`src/rtl/rv32_pkg.sv`:
```
// Shared RV32 core definitions.
// Holds the datapath width, the register index width, the ALU opcode width
// and the ALU opcode encodings. ALU_NOP is the all-zero encoding, so a
// cleared pipeline register decodes as a no-op.
package rv32_pkg;

    localparam int XLEN       = 32;
    localparam int REG_ADDR_W = 5;
    localparam int ALU_OP_W   = 4;

    typedef enum logic [ALU_OP_W-1:0] {
        ALU_NOP  = 4'h0,
        ALU_ADD  = 4'h1,
        ALU_SUB  = 4'h2,
        ALU_AND  = 4'h3,
        ALU_OR   = 4'h4,
        ALU_XOR  = 4'h5,
        ALU_SLL  = 4'h6,
        ALU_SRL  = 4'h7,
        ALU_SRA  = 4'h8,
        ALU_SLT  = 4'h9,
        ALU_SLTU = 4'hA,
        ALU_LUI  = 4'hB
    } alu_op_e;

endpackage

```
`src/rtl/id_ex_bypass.sv`:
```
// Operand select for a single register read port.
// Returns 0 for x0. Returns the writeback data when a writeback to the same
// (non-zero) register is happening this cycle. Otherwise returns base_data.
// Ports:
//   rd_idx    : register index being read
//   wr_en     : writeback write enable
//   wr_idx    : writeback destination index
//   wr_data   : writeback data
//   base_data : value to use when neither x0 nor a writeback match applies
//   data      : selected operand
module id_ex_bypass
    import rv32_pkg::*;
#(
    parameter int DATA_W = rv32_pkg::XLEN
) (
    input  logic [REG_ADDR_W-1:0] rd_idx,
    input  logic                  wr_en,
    input  logic [REG_ADDR_W-1:0] wr_idx,
    input  logic [DATA_W-1:0]     wr_data,
    input  logic [DATA_W-1:0]     base_data,
    output logic [DATA_W-1:0]     data
);

    logic is_x0;
    logic wb_hit;

    assign is_x0  = (rd_idx == '0);
    assign wb_hit = wr_en & (wr_idx == rd_idx);

    always_comb begin
        data = base_data;
        if (is_x0) begin
            data = '0;
        end else if (wb_hit) begin
            data = wr_data;
        end
    end

endmodule

```
`src/rtl/id_ex_stage.sv`:
```
// ID/EX pipeline register for the RV32 core.
// Captures the decoded fields and both register-file operands. Inserts a
// one-cycle bubble on a load-use hazard and holds while execute is busy.
// Held operands track writeback so they never go stale. Bubbles are counted
// in a saturating counter.
// Ports:
//   clk, rst_n         : clock, async active-low reset
//   id_*               : decoded instruction from the decode stage
//   rf_data1/2         : register-file read data for id_rs1/id_rs2
//   wb_wr_en/rd/data   : writeback port, the same one that writes the register file
//   ex_ready           : execute accepts a new instruction this cycle
//   flush              : redirect, kills the contents of this stage
//   id_stall           : hold IF/ID this cycle (combinational)
//   ex_*               : registered stage contents and operands
//   bubble_cnt         : number of load-use bubbles inserted
module id_ex_stage
    import rv32_pkg::*;
#(
    parameter int DATA_W = rv32_pkg::XLEN,
    parameter int OP_W   = rv32_pkg::ALU_OP_W,
    parameter int CNT_W  = 32
) (
    input  logic                  clk,
    input  logic                  rst_n,
    input  logic                  id_valid,
    input  logic [DATA_W-1:0]     id_pc,
    input  logic [REG_ADDR_W-1:0] id_rs1,
    input  logic [REG_ADDR_W-1:0] id_rs2,
    input  logic                  id_use_rs1,
    input  logic                  id_use_rs2,
    input  logic [REG_ADDR_W-1:0] id_rd,
    input  logic                  id_rd_wen,
    input  logic [DATA_W-1:0]     id_imm,
    input  logic [OP_W-1:0]       id_alu_op,
    input  logic                  id_is_load,
    input  logic                  id_is_store,
    input  logic                  id_is_branch,
    input  logic [DATA_W-1:0]     rf_data1,
    input  logic [DATA_W-1:0]     rf_data2,
    input  logic                  wb_wr_en,
    input  logic [REG_ADDR_W-1:0] wb_rd,
    input  logic [DATA_W-1:0]     wb_data,
    input  logic                  ex_ready,
    input  logic                  flush,
    output logic                  id_stall,
    output logic                  ex_valid,
    output logic [DATA_W-1:0]     ex_pc,
    output logic [REG_ADDR_W-1:0] ex_rs1,
    output logic [REG_ADDR_W-1:0] ex_rs2,
    output logic [REG_ADDR_W-1:0] ex_rd,
    output logic                  ex_rd_wen,
    output logic [DATA_W-1:0]     ex_imm,
    output logic [OP_W-1:0]       ex_alu_op,
    output logic                  ex_is_load,
    output logic                  ex_is_store,
    output logic                  ex_is_branch,
    output logic [DATA_W-1:0]     ex_op1,
    output logic [DATA_W-1:0]     ex_op2,
    output logic [CNT_W-1:0]      bubble_cnt
);

    logic              load_in_ex;
    logic              hazard;
    logic [DATA_W-1:0] cap_op1;
    logic [DATA_W-1:0] cap_op2;
    logic [DATA_W-1:0] ref_op1;
    logic [DATA_W-1:0] ref_op2;

    assign load_in_ex = ex_valid & ex_is_load & ex_rd_wen & (ex_rd != '0);
    assign hazard     = id_valid & load_in_ex &
                        ((id_use_rs1 & (id_rs1 == ex_rd)) |
                         (id_use_rs2 & (id_rs2 == ex_rd)));

    // Gated by rst_n so decode is not frozen while the core sits in reset.
    assign id_stall = rst_n & ~flush & (hazard | ~ex_ready);

    id_ex_bypass #(.DATA_W(DATA_W)) u_cap_op1 (
        .rd_idx(id_rs1), .wr_en(wb_wr_en), .wr_idx(wb_rd), .wr_data(wb_data),
        .base_data(rf_data1), .data(cap_op1)
    );

    id_ex_bypass #(.DATA_W(DATA_W)) u_cap_op2 (
        .rd_idx(id_rs2), .wr_en(wb_wr_en), .wr_idx(wb_rd), .wr_data(wb_data),
        .base_data(rf_data2), .data(cap_op2)
    );

    // Refresh reuses the held operand as its base value. For ex_rs == x0 the
    // mux returns 0, which the held operand already is.
    id_ex_bypass #(.DATA_W(DATA_W)) u_ref_op1 (
        .rd_idx(ex_rs1), .wr_en(wb_wr_en), .wr_idx(wb_rd), .wr_data(wb_data),
        .base_data(ex_op1), .data(ref_op1)
    );

    id_ex_bypass #(.DATA_W(DATA_W)) u_ref_op2 (
        .rd_idx(ex_rs2), .wr_en(wb_wr_en), .wr_idx(wb_rd), .wr_data(wb_data),
        .base_data(ex_op2), .data(ref_op2)
    );

    always_ff @(posedge clk or negedge rst_n) begin
        if (!rst_n) begin
            ex_valid     <= 1'b0;
            ex_pc        <= '0;
            ex_rs1       <= '0;
            ex_rs2       <= '0;
            ex_rd        <= '0;
            ex_rd_wen    <= 1'b0;
            ex_imm       <= '0;
            ex_alu_op    <= '0;
            ex_is_load   <= 1'b0;
            ex_is_store  <= 1'b0;
            ex_is_branch <= 1'b0;
            ex_op1       <= '0;
            ex_op2       <= '0;
            bubble_cnt   <= '0;
        end else if (flush) begin
            ex_valid     <= 1'b0;
            ex_rd_wen    <= 1'b0;
            ex_is_load   <= 1'b0;
            ex_is_store  <= 1'b0;
            ex_is_branch <= 1'b0;
        end else if (!ex_ready) begin
            if (ex_valid) begin
                ex_op1 <= ref_op1;
                ex_op2 <= ref_op2;
            end
        end else if (hazard) begin
            ex_valid     <= 1'b0;
            ex_rd_wen    <= 1'b0;
            ex_is_load   <= 1'b0;
            ex_is_store  <= 1'b0;
            ex_is_branch <= 1'b0;
            if (bubble_cnt != '1) begin
                bubble_cnt <= bubble_cnt + {{(CNT_W-1){1'b0}}, 1'b1};
            end
        end else begin
            ex_valid     <= id_valid;
            ex_pc        <= id_pc;
            ex_rs1       <= id_rs1;
            ex_rs2       <= id_rs2;
            ex_rd        <= id_rd;
            ex_rd_wen    <= id_rd_wen;
            ex_imm       <= id_imm;
            ex_alu_op    <= id_alu_op;
            ex_is_load   <= id_is_load;
            ex_is_store  <= id_is_store;
            ex_is_branch <= id_is_branch;
            ex_op1       <= cap_op1;
            ex_op2       <= cap_op2;
        end
    end

endmodule
```
`config.mk`:
```
export PLATFORM = sky130hd
export DESIGN_NAME = id_ex_stage
export DESIGN_NICKNAME = d
export VERILOG_FILES = /design/src/rtl/rv32_pkg.sv /design/src/rtl/id_ex_bypass.sv /design/src/rtl/id_ex_stage.sv
export SDC_FILE = /design/constraint.sdc
export NUM_CORES = 1
export LEC_CHECK = 0
export CELL_PAD_IN_SITES_DETAIL_PLACEMENT = 0
export CELL_PAD_IN_SITES_GLOBAL_PLACEMENT = 1
export CORE_ASPECT_RATIO = 1.25
export CORE_UTILIZATION = 35
export DETAILED_ROUTE_END_ITERATION = 8
export MAX_ROUTING_LAYER = met4
export PLACE_DENSITY_LB_ADDON = 0.1
export SYNTH_ARGS = -nofsm -noshare
export SYNTH_HDL_FRONTEND = slang
export SYNTH_SLANG_ARGS = --single-unit
```
`constraint.sdc`:
```
create_clock -name clk -period 3.4 [get_ports clk]
set_input_delay 0.34 -clock clk [delete_from_list [all_inputs] [get_ports clk]]
set_output_delay 0.34 -clock clk [all_outputs]
set_load 0.01 [all_outputs]
```
==> results of run 1 <==
-- report_power, final --
group	total [uW]	switching [uW]	internal, uW
sequential	2760	213	2540
clock	2000	917	1080
combinational	1860	687	1180
total	6610	1820	4800
-- layout by cell type, fill, tap and decap left out, types with 4 or more instances in the layout --
master           synthesis  layout
or4_1                    4       4
buf_4                    1       5
nor4_1                   6       6
xor2_1                  36      36
nor3_1                  16      16
dfrtp_1                184     184
clkdlybuf4s50_1          0     379
inv_6                    0       4
buf_12                   0       4
mux2_2                 147     147
a22o_1                  69      69
xnor2_1                 25      25
inv_1                    6       6
nand4_1                 12      12
clkbuf_16                0      17
nand2_1                 21      21
nor2_1                  15      15
nand3_1                 16      16
-- per-layer routing --
| layer | vias to the layer above | GRT usage (%) | wire length [um] |
|---|---|---|---|
| li1 | 3006 | - | - |
| met1 | 3172 | 26.16 | 10390 |
| met2 | 292 | 37.75 | 13060 |
| met3 | 23 | 6.878 | 2314 |
| met4 | 0 | 6.435 | 431 |
| met5 | - | - | 0 |
-- registers in the layout (all words and copies together), names as in the netlist --
name	count
bubble_cnt	32
ex_alu_op	4
ex_imm	32
ex_is_branch	1
ex_is_load	1
ex_is_store	1
ex_op1	32
ex_op2	32
ex_pc	32
ex_rd	5
ex_rd_wen	1
ex_rs1	5
ex_rs2	5
ex_valid	1
-- metrics by stage --
step | hold WS (ns) | power, uW | cells | instance area, um2
2_1_floorplan | 0.04441 | 3478 | 611 | 8260
3_3_place_gp | 0.2929 | 4660 | 1259 | 12400
3_5_place_dp | 0.2954 | 4675 | 1259 | 12400
4_1_cts | 0.3896 | 6714 | 1292 | 12990
5_1_grt | 0.4207 | 6923 | 1294 | 13000
6_report | 0.3952 | 6614 | 1294 | 13000
-- final timing paths --
path | from | to | slack [ns] | cells after the start
max | ex_rd[2] | id_stall | 0.48 | 5
min | rst_n | ex_op2[19] | 0.40 | 2
max reg2reg | ex_rd[2] | ex_pc[11] | 1.09 | 5
min reg2reg | bubble_cnt[31] | bubble_cnt[31] | 0.49 | 1
max in group asynchronous | rst_n | ex_imm[18] | 1.96 | 3
min in group clk | bubble_cnt[31] | bubble_cnt[31] | 0.49 | 1
-- layout make-up --
class,instances,area share [%]
clock inverters,12,1.011
flip-flops and latches,184,35.42
well taps,288,2.772
clock buffers,20,3.513
inverters,6,0.1733
multi-input cells,392,26.80
diodes,2,0.03850
repair buffers,390,30.27
-- kinds of logic after synthesis --
logic type / Yosys count
AO/OA/AOI/OAI: 83
flip-flops: 184
XOR/XNOR: 61
adder cells (fa/ha/maj): 1
multiplexers: 147
AND/OR/NAND/NOR: 100
buffers and inverters: 35
==> run metrics, run 1 <==
1st-iter DRT viols 228; Synth Area in Adders less than 1%; setup TNS 0 ns; cell with the most instances after synthesis dfrtp_1; via/cell ratio 5.018; maximum vdd ir drop 0.3247 mV; # hold bufs at CTS 1; Mapped Avg Cell Area 13.52 um2; post-synthesis compound-gate area fraction under 10%; multi-input logic area 0.003483 mm2; fraction of synthesized cell area in xor and xnor cells 6.468%; max incr delay on CP 0.62 ns; Nets 1188; die area 0.02422 mm2; DRC 0; CTS Root Cell clkbuf_16; final setup fails 0; Power per Cell Area roughly 510 mW/mm2; IO Pins 381; Clock Pin Slew Worst Setup and Hold Paths 0.08 ns; Reg area ~0.0046 mm2; Peak Freq 342.2 MHz; share of the synthesized area in the top cell type 55.74%; Worst Setup Start Kind flip-flop; CTS tree yes; Synth area leader dfrtp_1; Hold Path Class in2async; die height 173.8 um; Worst Path Max Fanout 5; IO Port Bufs 380; crit path DAT 2.58 ns; Cells after Synth ~600; Util after Layout 56.42%; TritonCTS Sinks 184; post-route ant nets 0; P_leak 0.005412 uW; final hold vios 0; clk_skew around 0.014 ns; Yosys cell types 37; gpl congestion slightly below 0.8; Post-Syn Nets 808; WL/cell 20.24 um; global route total overflow 0; largest net degree at the start of global routing 97; Setup crit end kind output pin; Clock Tree Buf Depth 2; sequential fraction of the synthesis area 55.74%; drt total wl 26.20 mm; # rows 62; Skew-Pair Late Insertion Delay 0.43 ns; GRT Resource Usage Total 22.63%; fraction of layout cells with a size suffix above 1 between 20% and 30%; CP dominant cell by count a21oi_1; P&R area growth vs syn 57.36%; setup bufs post-CTS 0; Post-Syn Area between 0.008 and 0.009 mm2; core area 0.02304 mm2; CP required 3.06 ns; Critical-path top delay cell clkdlybuf4s50_1; total CTS buffers 17; Slew Limit Fails 0; die span in x 139.4 um; DR pass1 iterations 4; mux contribution to synthesized area roughly a fifth; number of synthesis warnings 0; worst slew pin tran 0.8190 ns; cts repair resizes 0; vias in the first global route 6868; Synth async-reset ratio 100.0%; dpl ws 0.4929 ns; antenna violations before repair 2; Tcrit/Tclk final 85.96%; RSZ-0062 raised after global routing false; largest family of logic cells by synthesized area multiplexers; chain of cells forming the critical path nor4_2 > a21oi_1 > a21oi_1 > nor3b_1 > clkdlybuf4s50_1; Rel. slew slack 45.40%; max capacitance violation total 0; post-route setup slack between 0.4 and 0.5 ns; first-pass GRT wire length 40.48 mm; flops & latches, synth 184; WS Path Type reg2out; Post-synth EDFFs 0; hpwl dp ~19 mm; ys flop type dfrtp_1; crit-path leading delay family buffers and inverters; Worst Path Buf+Inv 1; Tmin final 2.922 ns; largest cells by area after synthesis dfrtp_1, mux2_2, a22o_1; outcome complete, no violations; FILL cells 1982; Post-synth top cells dfrtp_1, mux2_2, a22o_1; via total after detailed routing 6493; simple-gate portion of the synthesized area 6.407%; Initial Util 35.85%; H-tree levels 4
Note: power is estimated with default switching activity, not from simulation.
==> inputs of run 2 (changes only) <==
--- a/config.mk
+++ b/config.mk
@@ -11,7 +11,7 @@
 export CORE_UTILIZATION = 35
 export DETAILED_ROUTE_END_ITERATION = 8
 export MAX_ROUTING_LAYER = met4
-export PLACE_DENSITY_LB_ADDON = 0.1
+export PLACE_DENSITY = 0.91
 export SYNTH_ARGS = -nofsm -noshare
 export SYNTH_HDL_FRONTEND = slang
 export SYNTH_SLANG_ARGS = --single-unit
==> run metrics, run 2 (synthesis gave the netlist of run 1 again) <==
1st-iter DRT viols 283 (+24%); Setup crit end kind output pin; Sw Share 26.02% (-1.5 points); total CTS buffers 17 (unchanged); Tmin final 2.799 ns (-0.1238 ns); GRT Max-Usage Layer met2; antenna violations before repair 0 (-2); GRT Resource Usage Total 22.21% (-0.42 points); max incr delay on CP 0.54 ns (-0.08 ns); Skew-Pair Late Insertion Delay 0.43 ns (about the same); worst slew pin tran 0.8638 ns (+0.04480 ns); first-pass GRT wire length 39.54 mm (-2.3%); fraction of layout cells with a size suffix above 1 19.96% (-0.26 points); RSZ-0062 raised after global routing false; IO Pins 381 (unchanged); global route total overflow 0 (unchanged); Slew Limit Fails 0 (unchanged); post-route ant nets 0 (unchanged); via total after detailed routing 6561 (+1.0%); NetSw 1723 uW (-5.2%); routing usage on met2 37.75% (unchanged); Clock Tree Buf Depth 2 (unchanged); cts repair resizes 0 (unchanged); Critical-path top delay cell clkdlybuf4s50_1; n_diodes 0 (-2); WL/cell 19.73 um (-2.5%); placed cells 1261 (+0.16%); IO Port Bufs 380 (unchanged); TritonCTS Sinks 184 (unchanged); die span in x 139.4 um (unchanged); Worst Reg2Reg Path Length in Cells 5 (unchanged); commonest non-fill, non-tap cell in the layout clkdlybuf4s50_1; max capacitance violation total 0 (unchanged); H-tree levels 4 (unchanged); final setup fails 0 (unchanged); internal power 4900 uW (+2.2%); Rel. slew slack 42.41% (-3.0 points); CP dominant cell by count a21oi_1; final hold vios 0 (unchanged); die area 0.02422 mm2 (unchanged); r2r startpoint ex_rd[1]; setup TNS 0 ns (unchanged); die height 173.8 um (unchanged); crit-path leading delay family simple AND/OR/NAND/NOR gates; Gate power share 27.9% (-0.3 points); grt met1 use 24.30% (-1.9 points); Initial Util 35.85% (unchanged); Worst Setup Start Kind flip-flop; largest net degree at the start of global routing 64 (-34%); Clock Pin Slew Worst Setup and Hold Paths 0.07 ns (about the same); DR pass1 iterations 6 (+2); FILL cells 1929 (-2.7%); P_leak 0.005405 uW (-0.14%); WS Path Type reg2out; post-route setup slack 0.6013 ns (+0.1238 ns); Tcrit/Tclk final 82.31% (-3.6 points); dpl ws 0.5723 ns (+0.07936 ns); setup slack, reg-to-reg 0.99 ns (-0.10 ns); P&R area growth vs syn 57.12%; via/cell ratio 5.086 (+1.4%); Power per Cell Area 510.4 mW/mm2 (+0.30%); Nets 1190 (+0.17%); CTS Root Cell clkbuf_16; CTS tree yes; clock share of power 30.4% (+0.2 points); sequential power share 41.7% (about the same); maximum vdd ir drop 0.3310 mV (+1.9%); chain of cells forming the critical path nor4_2 > a21oi_1 > a21oi_1 > nor3b_1 > clkdlybuf4s50_1; Worst Path Buf+Inv 1 (unchanged); core area 0.02304 mm2 (unchanged); vias in the first global route 7239 (+5.4%); outcome complete, no violations; gpl congestion 0.7895 (+0.15%); # rows 62 (unchanged); CP required 3.06 ns (about the same); drt total wl 25.45 mm (-2.8%); r2r endpoint ex_pc[9]; global routing usage on met3 6.436% (-0.44 points); Non-Filler Instances 1290 (-0.31%); DRC 0 (unchanged); crit path DAT 2.46 ns (-0.12 ns); most frequent cells in the layout clkdlybuf4s50_1, dfrtp_1, mux2_2; Peak Freq 357.3 MHz (+4.4%); Hold Path Class in2async; hpwl dp 18.97 mm (-1.0%); crit path from ex_rd[1]; Worst Path Max Fanout 5 (unchanged); clk_skew 0.009387 ns (-0.004772 ns)
-- run 2: cell types whose count changed in the layout (fill, tap and decap cells not counted), sizes merged --
cell    delta
inv        -7
buf        +2
bufinv     +2
clkbuf     +1
diode      -2
-- run 2: final cells by class --
type,instances,area (um2),area share (%)
Clock buffer,21,460.4,3.548
Clock inverter,7,122.6,0.9448
Inverter,6,22.52,0.1735
Multi-Input combinational cell,392,3483,26.84
Sequential cell,184,4604,35.48
Tap cell,288,360.3,2.776
Timing Repair Buffer,392,3925,30.24
-- run 2: repair_timing --
item | 4_1_cts | 5_1_grt
setup buffers | 0 | 0
hold buffers | 1 | 0
hold endpoints to repair | 3 | 0
-- run 2: how the worst max path moves through the flow --
stage | end | slack [ns] | cells after the start
after floorplan | ex_alu_op[0] | 1.34 | 6
after global placement | ex_op1[2] | 0.59 | 9
after detailed placement | ex_op1[19] | 0.57 | 9
after CTS | id_stall | 0.50 | 5
after global routing | id_stall | 0.41 | 5
final | id_stall | 0.60 | 5
-- run 2: worst register-to-register path: stages, from the launching register on --
cell and delay [ns]:
dfrtp_1 0.47, nor4_2 0.49, a21oi_1 0.24, a21oi_4 0.31, buf_12 0.33, mux2_2 0.45
-- run 2: metal layers --
layer / vias to the layer above / share of wire [%]
met5: - / 0
met4: 0 / 2.6
met3: 39 / 7.5
met2: 289 / 51
met1: 3233 / 39
li1: 3000 / -
-- run 2: power by group through the flow --
| stage | clock network (uW) | logic, uW | registers (uW) |
|---|---|---|---|
| 2_1_floorplan | 0 | 536 | 2940 |
| 3_3_place_gp | 0 | 1840 | 2790 |
| 3_5_place_dp | 0 | 1860 | 2800 |
| 4_1_cts | 2080 | 1870 | 2770 |
| 5_1_grt | 2160 | 1960 | 2810 |
| 6_report | 2010 | 1850 | 2760 |
-- run 2: metrics by stage --
step	power, uW	cell area, um2	hold WS, ns	util (%)
finish	6624	12980	0.2923	56.33
global route	6929	12980	0.2811	56.33
CTS	6711	12980	0.2583	56.33
detailed placement	4661	12390	0.1641	53.76
global placement	4634	12390	0.1641	53.76
floorplan	3478	8260	0.04441	-
==> RTL change 1: new RTL, config.mk and constraints of run 1 <==
Register the output `bubble_cnt` once more, without a reset; this adds one clock of latency there. The other outputs are not delayed to match.
--- a/src/rtl/id_ex_stage.sv
+++ b/src/rtl/id_ex_stage.sv
@@ -60,4 +60,6 @@
 );
 
+    logic [CNT_W-1:0] bubble_cnt_s0;
+
     logic              load_in_ex;
     logic              hazard;
@@ -112,5 +114,5 @@
             ex_op1       <= '0;
             ex_op2       <= '0;
-            bubble_cnt   <= '0;
+            bubble_cnt_s0 <= '0;
         end else if (flush) begin
             ex_valid     <= 1'b0;
@@ -130,6 +132,6 @@
             ex_is_store  <= 1'b0;
             ex_is_branch <= 1'b0;
-            if (bubble_cnt != '1) begin
-                bubble_cnt <= bubble_cnt + {{(CNT_W-1){1'b0}}, 1'b1};
+            if (bubble_cnt_s0 != '1) begin
+                bubble_cnt_s0 <= bubble_cnt_s0 + {{(CNT_W-1){1'b0}}, 1'b1};
             end
         end else begin
@@ -150,3 +152,7 @@
     end
 
+    always_ff @(posedge clk) begin
+        bubble_cnt <= bubble_cnt_s0;
+    end
+
 endmodule
Check against the original RTL: not equivalent (a bounded check fails within 4 cycles, from zero or initial values and one cycle with rst_n low).
==> RTL change 1 against run 1 <==
First-iteration DRC count grew 25%; sequential share of layout area grew 1.9 points; synthesized cell count grew 16%; power grew 12%; critical path depth grew 2; sequential cell count grew 32; non-clock buffer count grew 9; wire length grew 9.1%; setup slack gained 0.025 ns; global-route usage shrank 0.72 points; final area grew 8.1%; synthesized area grew 9.8%; hold slack lost 0.087 ns.
==> RTL change 1: results (changes against run 1) <==
Placed design
  – Dpl ws: 0.4438 ns (was 0.4929 ns)
  – Placement-stage cell area: 0.01328 mm2 (was 0.01240 mm2)
  – Post-DP HPWL: 20570 um (was 19170 um)

Global route
  – GRT Util Overall: 21.90% (was 22.63%)
  – Vias in the first global route: 7647 (was 6868)
  – Grt met1 use: 25.43% (was 26.16%)
  – Grt met2 use: 37.51% (was 37.75%)
  – Initial antenna violation count: 1 (was 2)
  – Largest net degree at the start of global routing: 108 (was 97)
  – Met3 Use GR: 5.025% (was 6.878%)

Yosys
  – Seq cells post-synth: 216 (was 184)
  – Sequential area share after synthesis: 57.85% (was 55.74%)
  – Post-Syn Nets: 903 (was 808)
  – Most frequent cells after synthesis: dfrtp_1, mux2_2, xor2_1 (was dfrtp_1, mux2_2, a22o_1)
  – Synth top area cells: dfrtp_1, mux2_2, dfxtp_1 (was dfrtp_1, mux2_2, a22o_1)
  – Async SR Flop Fraction: 85.19% (was 100.0%)

Layout
  – Signal buffers: 399 (was 390)
  – Synth-to-layout area growth: 54.93% (was 57.36%)
  – Final clock-cell share: 5.363% (was 4.524%)
  – Net count reported at finish: 1284 (was 1188)
  – Filler instances: 2264 (was 1982)
  – Non-filler cells, final: 1440 (was 1294)
  – Buffering overhead: 28.59% (was 30.27%)
  – Logic inverters: 4 (was 6)
  – Layout cells sized above 1: 16.03% (was 20.22%)
  – Multi-In Gates: 442 (was 392)
  – FF+latch area: 0.005245 mm2 (was 0.004604 mm2)
  – Ant. Diodes: 1 (was 2)

Drt
  – Via total after detailed routing: 7206 (was 6493)
  – Wire length on met2: 14350 um (was 13060 um)
  – Met3 wire length: 2135 um (was 2314 um)
  – M1 WL: 11340 um (was 10390 um)
  – Wirelength per Cell: 19.86 um (was 20.24 um)
  – TritonRoute pass-1 iters: 5 (was 4)
  – Iteration-0 DRC Markers: 284 (was 228)

STA
  – Post-Route Skew: 0.01704 ns (was 0.01416 ns)
  – Slew HR: 46.26% (was 45.40%)
  – Max Freq: 0.3452 GHz (was 0.3422 GHz)
  – Worst hold slack: 0.3086 ns (was 0.3952 ns)

Setup path
  – Reg2Reg Setup Slack: 0.98 ns (was 1.09 ns)
  – Critical Path AT: 2.56 ns (was 2.58 ns)
  – FF-to-FF End: ex_imm[24] (was ex_pc[11])
  – CP Launch Point: ex_rd[3] (was ex_rd[2])
  – Worst-case reg-to-reg path depth: 8 (was 5)

Clocking
  – Worst-skew pair later-pin latency: 0.52 ns (was 0.43 ns)
  – Reg clk slew, reported paths: 0.06 ns (was 0.08 ns)
  – Clock Path Buffers: 3 (was 2)

Floorplan
  – Die width: 146.0 um (was 139.4 um)

Power
  – Sw frac: 26.17% (was 27.48%)
  – Static Leakage: 5.789 nW (was 5.412 nW)

Status
  – Status: completed (unchanged)
RTL change 1: power groups by stage:
stage | combinational (W) | clock (W) | sequential (W)
5_1_grt | 0.00195 | 0.00268 | 0.00316
3_5_place_dp | 0.00184 | 0 | 0.00316
2_1_floorplan | 0.000513 | 0 | 0.00331
6_report | 0.00182 | 0.00247 | 0.00311
4_1_cts | 0.00185 | 0.00257 | 0.00311
3_3_place_gp | 0.00184 | 0 | 0.00315
RTL change 1: logic make-up (layout without fill, tap and decap cells):
family	count (synthesis)	in the layout	share of synthesized area (%)
flip-flops	216	216	57.85
AO/OA/AOI/OAI	145	145	11.33
AND/OR/NAND/NOR	119	119	7.466
multiplexers	116	116	14.41
XOR/XNOR	61	61	5.893
buffers and inverters	48	446	2.912
adder cells (fa/ha/maj)	1	1	0.1380
other	0	1	0
==> RTL change 2: new RTL, config.mk and constraints of run 1 <==
Without the edit above. The package constant `REG_ADDR_W` goes from 5 to 4.
--- a/src/rtl/rv32_pkg.sv
+++ b/src/rtl/rv32_pkg.sv
@@ -6,5 +6,5 @@
 
     localparam int XLEN       = 32;
-    localparam int REG_ADDR_W = 5;
+    localparam int REG_ADDR_W = 4;
     localparam int ALU_OP_W   = 4;
 
Ports: changed (7 resized); port bits go from 381 to 374. The function was not compared with the original's and may differ.
==> RTL change 2 against run 1 <==
Synthesized area shrank 3.5%; final area shrank 2.9%; sequential power shrank 3%; power shrank 1.4%; setup slack gained 0.29 ns; die area shrank 3.5%; hold slack gained 0.034 ns; maximum frequency grew 11%; sequential cell count shrank 3; wire length shrank 4.1%; via count grew 3.7%; critical path type unchanged; critical endpoint unchanged; highest routed layer unchanged.
==> RTL change 2: results (changes against run 1) <==
Placed design
  – # placed instances: 1313 (was 1259)

STA
  – Post-Route Skew: 0.02103 ns (was 0.01416 ns)
  – Max Freq: 0.3798 GHz (was 0.3422 GHz)
  – Worst hold slack: 0.4295 ns (was 0.3952 ns)

Power
  – P_int: 0.004715 W (was 0.004796 W)
  – Sw frac: 27.68% (was 27.48%)
  – Static Leakage: 5.128 nW (was 5.412 nW)
  – Max IR drop VDD: 0.0003612 V (was 0.0003247 V)
  – Reg power frac: 41.1% (was 41.7%)

Global route
  – First-pass GRT wire length: 38410 um (was 40480 um)
  – Grt met2 use: 37.51% (was 37.75%)
  – GRT Util Overall: 22.49% (was 22.63%)
  – Grt met1 use: 25.74% (was 26.16%)
  – Initial antenna violation count: 1 (was 2)
  – Met3 Use GR: 6.844% (was 6.878%)
  – Vias in the first global route: 6896 (was 6868)

Floorplan
  – TAP cells: 283 (was 288)

Layout
  – FF+latch area: 0.004529 mm2 (was 0.004604 mm2)
  – Filler instances: 1957 (was 1982)
  – Ant. Diodes: 1 (was 2)
  – Logic inverters: 5 (was 6)
  – Net count reported at finish: 1243 (was 1188)
  – Layout cells sized above 1: 12.23% (was 20.22%)
  – Signal buffers: 388 (was 390)
  – Final clock-cell share: 4.799% (was 4.524%)
  – Seq area share: 35.89% (was 35.42%)
  – Area of the multi-input gates: 0.003181 mm2 (was 0.003483 mm2)

Drt
  – WL final: 25130 um (was 26200 um)
  – Wirelength per Cell: 18.66 um (was 20.24 um)
  – M1 WL: 10020 um (was 10390 um)
  – Iteration-0 DRC Markers: 288 (was 228)
  – Wire length on met2: 12470 um (was 13060 um)

Setup path
  – Reg2Reg Setup Slack: 0.93 ns (was 1.09 ns)
  – Worst-case reg-to-reg path depth: 6 (was 5)
  – Reg2reg start: ex_rd[0] (was ex_rd[2])

Yosys
  – Synth top area cells: dfrtp_1, mux2_2, a22oi_1 (was dfrtp_1, mux2_2, a22o_1)
  – Sequential area share after synthesis: 56.84% (was 55.74%)
  – Synth Instances: 680 (was 611)
  – Most frequent cells after synthesis: dfrtp_1, mux2_2, nor2_1 (was dfrtp_1, mux2_2, a22o_1)
  – Post-Syn Nets: 873 (was 808)
  – Yosys cell types: 34 (was 37)

Clocking
  – CTS sink cnt: 181 (was 184)

Status
  – Status: completed (unchanged)
## RTL change 2: changes by cell type in the layout (fill, tap and decap cells not counted), sizes merged, moves of 4 or more
| cell | run 1 | this run |
|---|---|---|
| a21oi | 3 | 72 |
| a22o | 69 | 0 |
| a22oi | 0 | 64 |
| and3 | 0 | 13 |
| buf | 9 | 14 |
| clkdlybuf4s50 | 379 | 372 |
| inv | 13 | 9 |
| mux2 | 147 | 81 |
| nand4 | 12 | 16 |
| nor2 | 15 | 78 |
| nor3 | 19 | 6 |
| xnor2 | 25 | 32 |
| xor2 | 36 | 23 |
## RTL change 2: kinds of logic (layout without fill, tap and decap cells)
group / Yosys count / after routing / share of synthesized area, %
flip-flops: 181 / 181 / 56.84
AND/OR/NAND/NOR: 175 / 175 / 10.38
AO/OA/AOI/OAI: 145 / 145 / 11.73
multiplexers: 81 / 81 / 11.45
XOR/XNOR: 55 / 55 / 6.045
buffers and inverters: 42 / 425 / 3.407
adder cells (fa/ha/maj): 1 / 1 / 0.1570
other: 0 / 1 / 0
